<file path="src/rtl/sensor_arbiter.sv">
// rtl/sensor_arbiter.sv - round-robin arbiter sharing one DHT11 reader among N_REQ requesters
//
// Purpose: grants the single sensor reader to one requester at a time. It enforces a
// minimum idle gap between reads and aborts reads that never finish.
// Optional feature: define SENSOR_ARB_CHECKSUM_EN to verify the frame checksum byte.
//
// Ports:
//   clock          system clock, rising edge
//   reset_n        asynchronous active-low reset
//   req            per-requester level request, held until its done pulse
//   sensor_enable  enable to the DHT11 reader, high for the whole read
//   sensor_data    40-bit frame {hum_int, hum_dec, temp_int, temp_dec, checksum}
//   sensor_error   reader protocol error flag
//   sensor_done    reader frame-complete flag
//   grant          one-hot owner of the active read, zero otherwise
//   done           one-cycle pulse to the owner when its read finishes
//   data_out       last captured frame
//   status         00 ok, 01 sensor error, 10 checksum error, 11 timeout
module sensor_arbiter #(
  parameter int N_REQ          = 4,
  parameter int GAP_CYCLES     = 100000000,
  parameter int TIMEOUT_CYCLES = 50000000
) (
  input  logic             clock,
  input  logic             reset_n,
  input  logic [N_REQ-1:0] req,
  output logic             sensor_enable,
  input  logic [39:0]      sensor_data,
  input  logic             sensor_error,
  input  logic             sensor_done,
  output logic [N_REQ-1:0] grant,
  output logic [N_REQ-1:0] done,
  output logic [39:0]      data_out,
  output logic [1:0]       status
);

  localparam int MAX_CNT = (GAP_CYCLES > TIMEOUT_CYCLES) ? GAP_CYCLES : TIMEOUT_CYCLES;
  localparam int CW      = $clog2(MAX_CNT + 1);
  localparam int LW      = $clog2(N_REQ);

  localparam logic [CW-1:0]    TO_LAST   = CW'(TIMEOUT_CYCLES - 1);
  localparam logic [CW-1:0]    GAP_LAST  = CW'(GAP_CYCLES - 1);
  localparam logic [LW-1:0]    LW_RESET  = LW'(N_REQ - 1);
  localparam logic [N_REQ-1:0] ONE_HOT_0 = {{(N_REQ-1){1'b0}}, 1'b1};

  typedef enum logic [1:0] {
    IDLE = 2'b00,
    BUSY = 2'b01,
    GAP  = 2'b10
  } state_t;

  state_t            state, state_nxt;
  logic [CW-1:0]     cnt, cnt_nxt;
  logic [LW-1:0]     last_winner, last_winner_nxt;
  logic [LW-1:0]     winner;
  logic [N_REQ-1:0]  grant_nxt, done_nxt;
  logic              enable_nxt;
  logic [39:0]       data_nxt;
  logic [1:0]        status_nxt;
  logic              finish;
  logic              cks_bad;

`ifdef SENSOR_ARB_CHECKSUM_EN
  logic [7:0] cks_sum;
  assign cks_sum = sensor_data[39:32] + sensor_data[31:24] + sensor_data[23:16] + sensor_data[15:8];
  assign cks_bad = (cks_sum != sensor_data[7:0]);
`else
  assign cks_bad = 1'b0;
`endif

  // Round-robin search starting just after the previous winner, so a requester that
  // keeps its request high is served again only after every other pending one.
  always_comb begin
    logic found;
    int   idx;
    found  = 1'b0;
    winner = last_winner;
    for (int i = 1; i <= N_REQ; i++) begin
      idx = (int'(last_winner) + i) % N_REQ;
      if (!found && req[LW'(idx)]) begin
        found  = 1'b1;
        winner = LW'(idx);
      end
    end
  end

  always_ff @(posedge clock or negedge reset_n) begin
    if (!reset_n) begin
      state <= IDLE;
    end else begin
      state <= state_nxt;
    end
  end

  always_comb begin
    state_nxt       = state;
    cnt_nxt         = cnt;
    last_winner_nxt = last_winner;
    grant_nxt       = grant;
    enable_nxt      = sensor_enable;
    done_nxt        = '0;
    data_nxt        = data_out;
    status_nxt      = status;
    finish          = 1'b0;
    case (state)
      IDLE: begin
        if (|req) begin
          grant_nxt       = ONE_HOT_0 << winner;
          enable_nxt      = 1'b1;
          last_winner_nxt = winner;
          cnt_nxt         = '0;
          state_nxt       = BUSY;
        end
      end
      BUSY: begin
        cnt_nxt = cnt + CW'(1);
        // Error beats done; done beats the timeout terminal count.
        if (sensor_error) begin
          status_nxt = 2'b01;
          finish     = 1'b1;
        end else if (sensor_done) begin
          data_nxt   = sensor_data;
          status_nxt = cks_bad ? 2'b10 : 2'b00;
          finish     = 1'b1;
        end else if (cnt == TO_LAST) begin
          status_nxt = 2'b11;
          finish     = 1'b1;
        end
        if (finish) begin
          done_nxt   = grant;
          grant_nxt  = '0;
          enable_nxt = 1'b0;
          cnt_nxt    = '0;
          state_nxt  = GAP;
        end
      end
      GAP: begin
        if (cnt == GAP_LAST) begin
          cnt_nxt   = '0;
          state_nxt = IDLE;
        end else begin
          cnt_nxt = cnt + CW'(1);
        end
      end
      default: begin
        state_nxt  = IDLE;
        grant_nxt  = '0;
        enable_nxt = 1'b0;
        cnt_nxt    = '0;
      end
    endcase
  end

  always_ff @(posedge clock or negedge reset_n) begin
    if (!reset_n) begin
      cnt           <= '0;
      last_winner   <= LW_RESET;
      grant         <= '0;
      sensor_enable <= 1'b0;
      done          <= '0;
      data_out      <= '0;
      status        <= 2'b00;
    end else begin
      cnt           <= cnt_nxt;
      last_winner   <= last_winner_nxt;
      grant         <= grant_nxt;
      sensor_enable <= enable_nxt;
      done          <= done_nxt;
      data_out      <= data_nxt;
      status        <= status_nxt;
    end
  end

endmodule
</file>
<file path="config.mk">
export PLATFORM = sky130hd
export DESIGN_NAME = sensor_arbiter
export DESIGN_NICKNAME = d
export VERILOG_FILES = /design/src/rtl/sensor_arbiter.sv
export SDC_FILE = /design/constraint.sdc
export NUM_CORES = 1
export LEC_CHECK = 0
export ABC_AREA = 1
export CAP_MARGIN = 20
export CORE_ASPECT_RATIO = 0.9
export CORE_UTILIZATION = 52
export CTS_BUF_LIST = sky130_fd_sc_hd__clkbuf_8
export DETAILED_ROUTE_END_ITERATION = 12
export GPL_TIMING_DRIVEN = 0
export PLACE_DENSITY = 0.93
export SYNTH_ARGS = -nofsm -noshare
export SYNTH_HDL_FRONTEND = slang
export SYNTH_SLANG_ARGS = --single-unit
</file>
<file path="constraint.sdc">
create_clock -name clock -period 2.29 [get_ports clock]
set_input_delay 0.229 -clock clock [delete_from_list [all_inputs] [get_ports clock]]
set_output_delay 0.229 -clock clock [all_outputs]
set_load 0.01 [all_outputs]
</file>
== Yosys cells after proc, flatten, opt, wreduce, memory -nomap -nowiden ==
Index checks and enable logic that the tools add are counted.

* Add/subtract/negate cells: 5
* Magnitude comparators: 4
* Equality and inequality tests: 7
* Shift operators: 1
* Multiplexer cells: 42
* Bitwise gates (word level): 2
* Reductions and logical operators: 14

{| class="wikitable"
|+ Operators by type and width
! cell !! count
|-
| 27-bit 2-to-1 mux || 3
|-
| 27-bit case mux with 3 select lines || 1
|-
| 27-bit by 1-bit adder with 27-bit output, second input constant || 1
|-
| 27-bit by 26-bit equality test with 1-bit output, second input constant || 1
|-
| 27-bit equality test, second input constant || 1
|-
| 2-bit 2-to-1 mux || 10
|-
| 1-bit 2-to-1 mux || 17
|-
| 2-bit by 4-bit < comparator with 1-bit output, second input constant || 4
|-
| 4-bit 2-to-1 mux || 4
|-
| 4-bit case mux with 3 select lines || 1
|-
| 3-bit AND reduction || 3
|-
| 1-bit binary-select mux with 2-bit select || 4
|-
| 2-bit != test, second input constant || 3
|-
| 2-bit case mux with 3 select lines || 1
|-
| 2-bit by 1-bit adder with 2-bit output, second input constant || 2
|-
| 2-bit adder, second input constant || 2
|-
| 2-bit AND reduction || 2
|-
| 4-bit OR reduction || 1
|-
| 1-bit by 2-bit << shifter with 4-bit output, first input constant || 1
|-
| 1-bit logical AND || 3
|-
| 1-bit logical NOT || 3
|-
| 1-bit case mux with 3 select lines || 1
|-
| 3-bit nonzero test || 1
|-
| 2-bit by 1-bit equality test with 1-bit output, second input constant || 1
|-
| 3 further kinds || 4
|}

* Bits in registers: 82
* Input port bits: 48
* Output and inout bits: 51
* Word-level logic and storage cells: 83

== Longest topological paths before layout ==
* Depth after elaboration: 17
* Mapped depth: 13
* Mapped depth without buffers: 13

== Least setup slack after synthesis ==
OpenSTA, ideal clock, no wires.

* Kind: register to register
* Start: register cnt[0]
* End: register cnt[22]
* Library setup time: 116 ps
* Data arrival time: 1505 ps
* Required time: 2174 ps
* Setup slack: 669 ps
* Cell stages (with the launch flop): 12
* Path buffers: 1
* Period minus slack after synthesis: 1621 ps
* Cells stage by stage: dfrtp_1 -> ha_1 -> inv_1 -> nor2_2 -> nand2_1 -> nor2_1 -> nand2_1 -> nand3_2 -> nand2_4 -> a21oi_4 -> buf_6 -> nor2_1

* Longest elaborated chain between the ends: 7
* Elaborated cells between the ends (all ways): 10
* Classes of those cells: 1 x add/sub; 2 x eq/ne; 7 x mux

{| class="wikitable"
|+ RTL lines
! element !! RTL line !! text
|-
| start: declaration || 53 || <nowiki>logic [CW-1:0] cnt, cnt_nxt;</nowiki>
|-
| start signal: assignment || 164 || <nowiki>cnt <= cnt_nxt;</nowiki>
|-
| branches (longest 6 deep; another with 27-bit by 1-bit adder with 27-bit output) || - ||
|-
| 27-bit case mux with 3 select lines (*) || 105 || <nowiki>case (state)</nowiki>
|}

Mark *: on every way between the ends. The select of a mux whose other input is x is not followed.
A chain may end at the register's enable or synchronous reset.

== Worst setup path in the final report ==
* Start: register state[0]
* End: register cnt[22]

* Longest elaborated chain between the ends: 2
* Elaborated cells between the ends (all ways): 5
* Classes of those cells: 3 x eq/ne; 1 x mux; 1 x reduce/logical

{| class="wikitable"
|+ RTL lines
! element !! RTL line !! text
|-
| start: declaration || 52 || <nowiki>state_t state, state_nxt;</nowiki>
|-
| start signal: assignment || 91 || <nowiki>state <= state_nxt;</nowiki>
|-
| 2-bit equality test (tied with other cells) || 105 ||
|-
| 27-bit case mux with 3 select lines or 2-bit != test (tied branches) || - ||
|}

Parallel ways exist; a longest one is shown, timed or not.

==> run summary <==
DIE WIDTH -> 96.7 µm
Max Clk Rate -> 488 MHz
Post-route antenna net violation count -> 0
Cell Rows -> 30
I/O Pins -> 99
R2r endpoint -> cnt[22]$_DFFE_PN0P_
CTS tree -> done
Final min period -> 2.05 ns
Asr flop ratio synth -> 100%
DP Area -> 5320 µm²
Yosys cell types -> 32
Worst hold slack -> 0.246 ns
Synth Warn # -> 0
Worst path slowest cell -> clkbuf_1
Mapped Nets -> 625
CP top delay family -> buffers and inverters
VDD IR-drop max -> 0.599 mV
CTS Buf Count -> 9
Syn Area/Cell -> 7.32 µm²
Max Slew Vio Count -> 0
Post-synth EDFFs -> 0
Final Cycle Share -> 89.5%
Initial Util -> 54.5%
Total power -> 0.00568 W
Aggregate global routing overflow -> 0
PortBufs -> 98
Max Used Layer -> met4
Syn Inst Count -> 573
Post-detailed-routing wire length -> 10.6 mm
Reported max-cap violation count -> 0
DR vias -> 4,035
First-pass GRT wire length -> 17.3 mm
Pwr dens -> 1030 nW/µm²
Met2 Wirelength -> 5.56 mm
Critical path startpoint category -> flip-flop
Core Area -> 7690 µm²
Drt first pass iters -> 4
Met1 wire length -> 4.37 mm
Routability cong. -> 0.929
Nets -> 736
Top cell by count, worst path -> nand4_1
RR Startpoint -> state[0]$_DFFE_PN0P_
Worst Clk Skew -> 0.0104 ns
Post-route cell area -> 5510 µm²
Initial antenna violation count -> 0
CP Buf/Inv Count -> 3
DRC Markers -> 0
Reg2reg path depth -> 8
Worst Path Required -> 2.54 ns
Latest clock arrival within the worst-skew pair -> 0.36 ns
Top FF cell, synth -> dfrtp_1
1st-iter DRT viols -> 196
Largest net degree at the start of global routing -> 72
Seq/Total Area, Yosys -> 49.0%
Hpwl dp -> 8.05 mm
CP arrival -> 2.30 ns
P&R area growth vs syn -> 31.3%
Met3 wire length -> 473 µm
RSZ-0062 raised after global routing -> no
Vias in the first global route -> 3,816
Crit Path Max Fanout -> 10
Reg2Reg Setup Slack -> 0.24 ns
Finished Layout Cells -> 785
# fillers -> 555
Crit Path Class -> flip-flop to flip-flop
Status -> completed
P_leak -> 2.62 nW
GRT Overall Usage -> 25.5%
Post-Place Cells -> 768
Critical path, cell by cell -> inv_1 > ha_1 > nand4_1 > buf_2 > clkbuf_1 > nand4_1 > nand2_1 > nor2_1
Die Ht -> 87.2 µm
Clock Tree Buf Depth -> 2
Finish-stage setup viols -> 0
Crit end category -> flip-flop
Synth Cell Area -> 4200 µm²
Share of cells above drive strength 1 -> 5.37%
#FFs+latches synth -> 82
H-tree level count -> 3
Least-Margin Pin Slew -> 0.513 ns
Clock Sinks -> 82
Root buf cell -> clkbuf_8
Worst-path clk slew -> 0.09 ns
Hold/Removal Path Class -> input pin to asynchronous set/reset pin
Wire per inst -> 13.5 µm
Levels on crit path -> 8
Final Hold Viols -> 0
Die area -> 8430 µm²
Max-Slew Margin vs Limit -> 65.8%
Diode count -> 0
Vias/cell -> 5.14
Slowest cell delay on critical path -> 0.40 ns
[report_power, final]
group	switching, W	leakage, nW	internal, W
clock	0.000571	0.0841	0.000401
sequential	0.000262	1.07	0.00188
combinational	0.00137	1.47	0.00119
total	0.00221	2.62	0.00348
[final cells by class]
type	count	area, µm²	area share (%)
Timing Repair Buffer	100	1020	18.4
Inverter	49	184	3.34
Multi-Input combinational cell	428	1880	34.2
Clock buffer	9	124	2.25
Sequential cell	82	2050	37.3
Clock inverter	7	52.6	0.954
Buffer	14	73.8	1.34
Tap cell	96	120	2.18
[Yosys cell counts, types with 3 or more instances]
master,count,area share [%]
nand2_1,269,24
dfrtp_1,80,48
nor2_1,70,6.3
inv_1,46,4.1
nand3_1,27,3.2
nand4_1,12,1.8
xor2_1,12,2.5
clkbuf_1,9,0.81
o21ai_0,8,0.95
ha_1,4,1.2
nor3_1,4,0.48
inv_2,3,0.27
nand2_2,3,0.45
[cells in the final DEF, fill, tap and decap left out, types with 2 or more instances in the layout]
| master | Yosys | routed |
|---|---|---|
| nand2_2 | 3 | 3 |
| dfrtp_1 | 80 | 80 |
| inv_6 | 0 | 3 |
| nand2_1 | 269 | 269 |
| o21ai_0 | 8 | 8 |
| clkbuf_8 | 0 | 9 |
| nor3_1 | 4 | 4 |
| buf_2 | 2 | 2 |
| nand3_2 | 2 | 2 |
| ha_1 | 4 | 4 |
| xnor2_1 | 2 | 2 |
| nand4_1 | 12 | 12 |
| inv_2 | 3 | 3 |
| a21oi_1 | 2 | 2 |
| nor2_2 | 2 | 2 |
| clkbuf_1 | 9 | 9 |
| clkdlybuf4s50_1 | 0 | 97 |
| buf_4 | 1 | 2 |
| nor2_1 | 70 | 70 |
| xor2_1 | 12 | 12 |
| dfstp_2 | 2 | 2 |
| nand3_1 | 27 | 27 |
| clkinvlp_4 | 0 | 3 |
| inv_1 | 46 | 47 |
| buf_6 | 2 | 2 |
[metal layers]
layer | vias up | global-route usage [%]
li1 | 1978 | -
met1 | 1929 | 31.3
met2 | 112 | 45.3
met3 | 16 | 5.22
met4 | 0 | 8.68
met5 | - | 0
[state kept, by name, indices dropped and copies added, names as in the netlist]
signal and flops:
grant 4, status 2, cnt 27, last_winner 2, sensor_enable 1, state 2
data_out 40, done 4
[how the worst max path moves through the flow]
stage                                    start                        to  slack [ns]
after floorplan             cnt[0]$_DFFE_PN0P_       cnt[22]$_DFFE_PN0P_        0.67
after global placement                 reset_n  data_out[30]$_DFFE_PN0P_       -1.86
after detailed placement                req[3]       cnt[22]$_DFFE_PN0P_        0.13
after CTS                 state[0]$_DFFE_PN0P_       cnt[22]$_DFFE_PN0P_        0.27
after global routing      state[0]$_DFFE_PN0P_       cnt[18]$_DFFE_PN0P_        0.14
final                     state[0]$_DFFE_PN0P_       cnt[22]$_DFFE_PN0P_        0.24
[metrics by stage]
stage	setup WS, ns	utilization (%)	TNS, ns
final	0.239	71.6	0
after global routing	0.143	71.6	0
after CTS	0.267	71.6	0
after detailed placement	0.126	69.2	0
after global placement	-1.86	68.8	-150.26
after floorplan	0.669	-	0
[kinds of logic after synthesis]
| logic type | count (synthesis) | share of synthesized area (%) |
|---|---|---|
| buf+inv | 63 | 6.14 |
| compound gates | 15 | 2.30 |
| simple gates | 395 | 38.5 |
| xor+xnor | 14 | 2.92 |
| fa+ha+maj | 4 | 1.19 |
| flops | 82 | 49.0 |
[repair_timing]
item,4_1_cts,5_1_grt
buffers inserted,0,0
setup endpoints to repair,0,0
hold buffers,1,0
resized for setup,0,0
endpoints found under the hold margin,11,0
No activity file was read; power rests on OpenSTA's default activity.
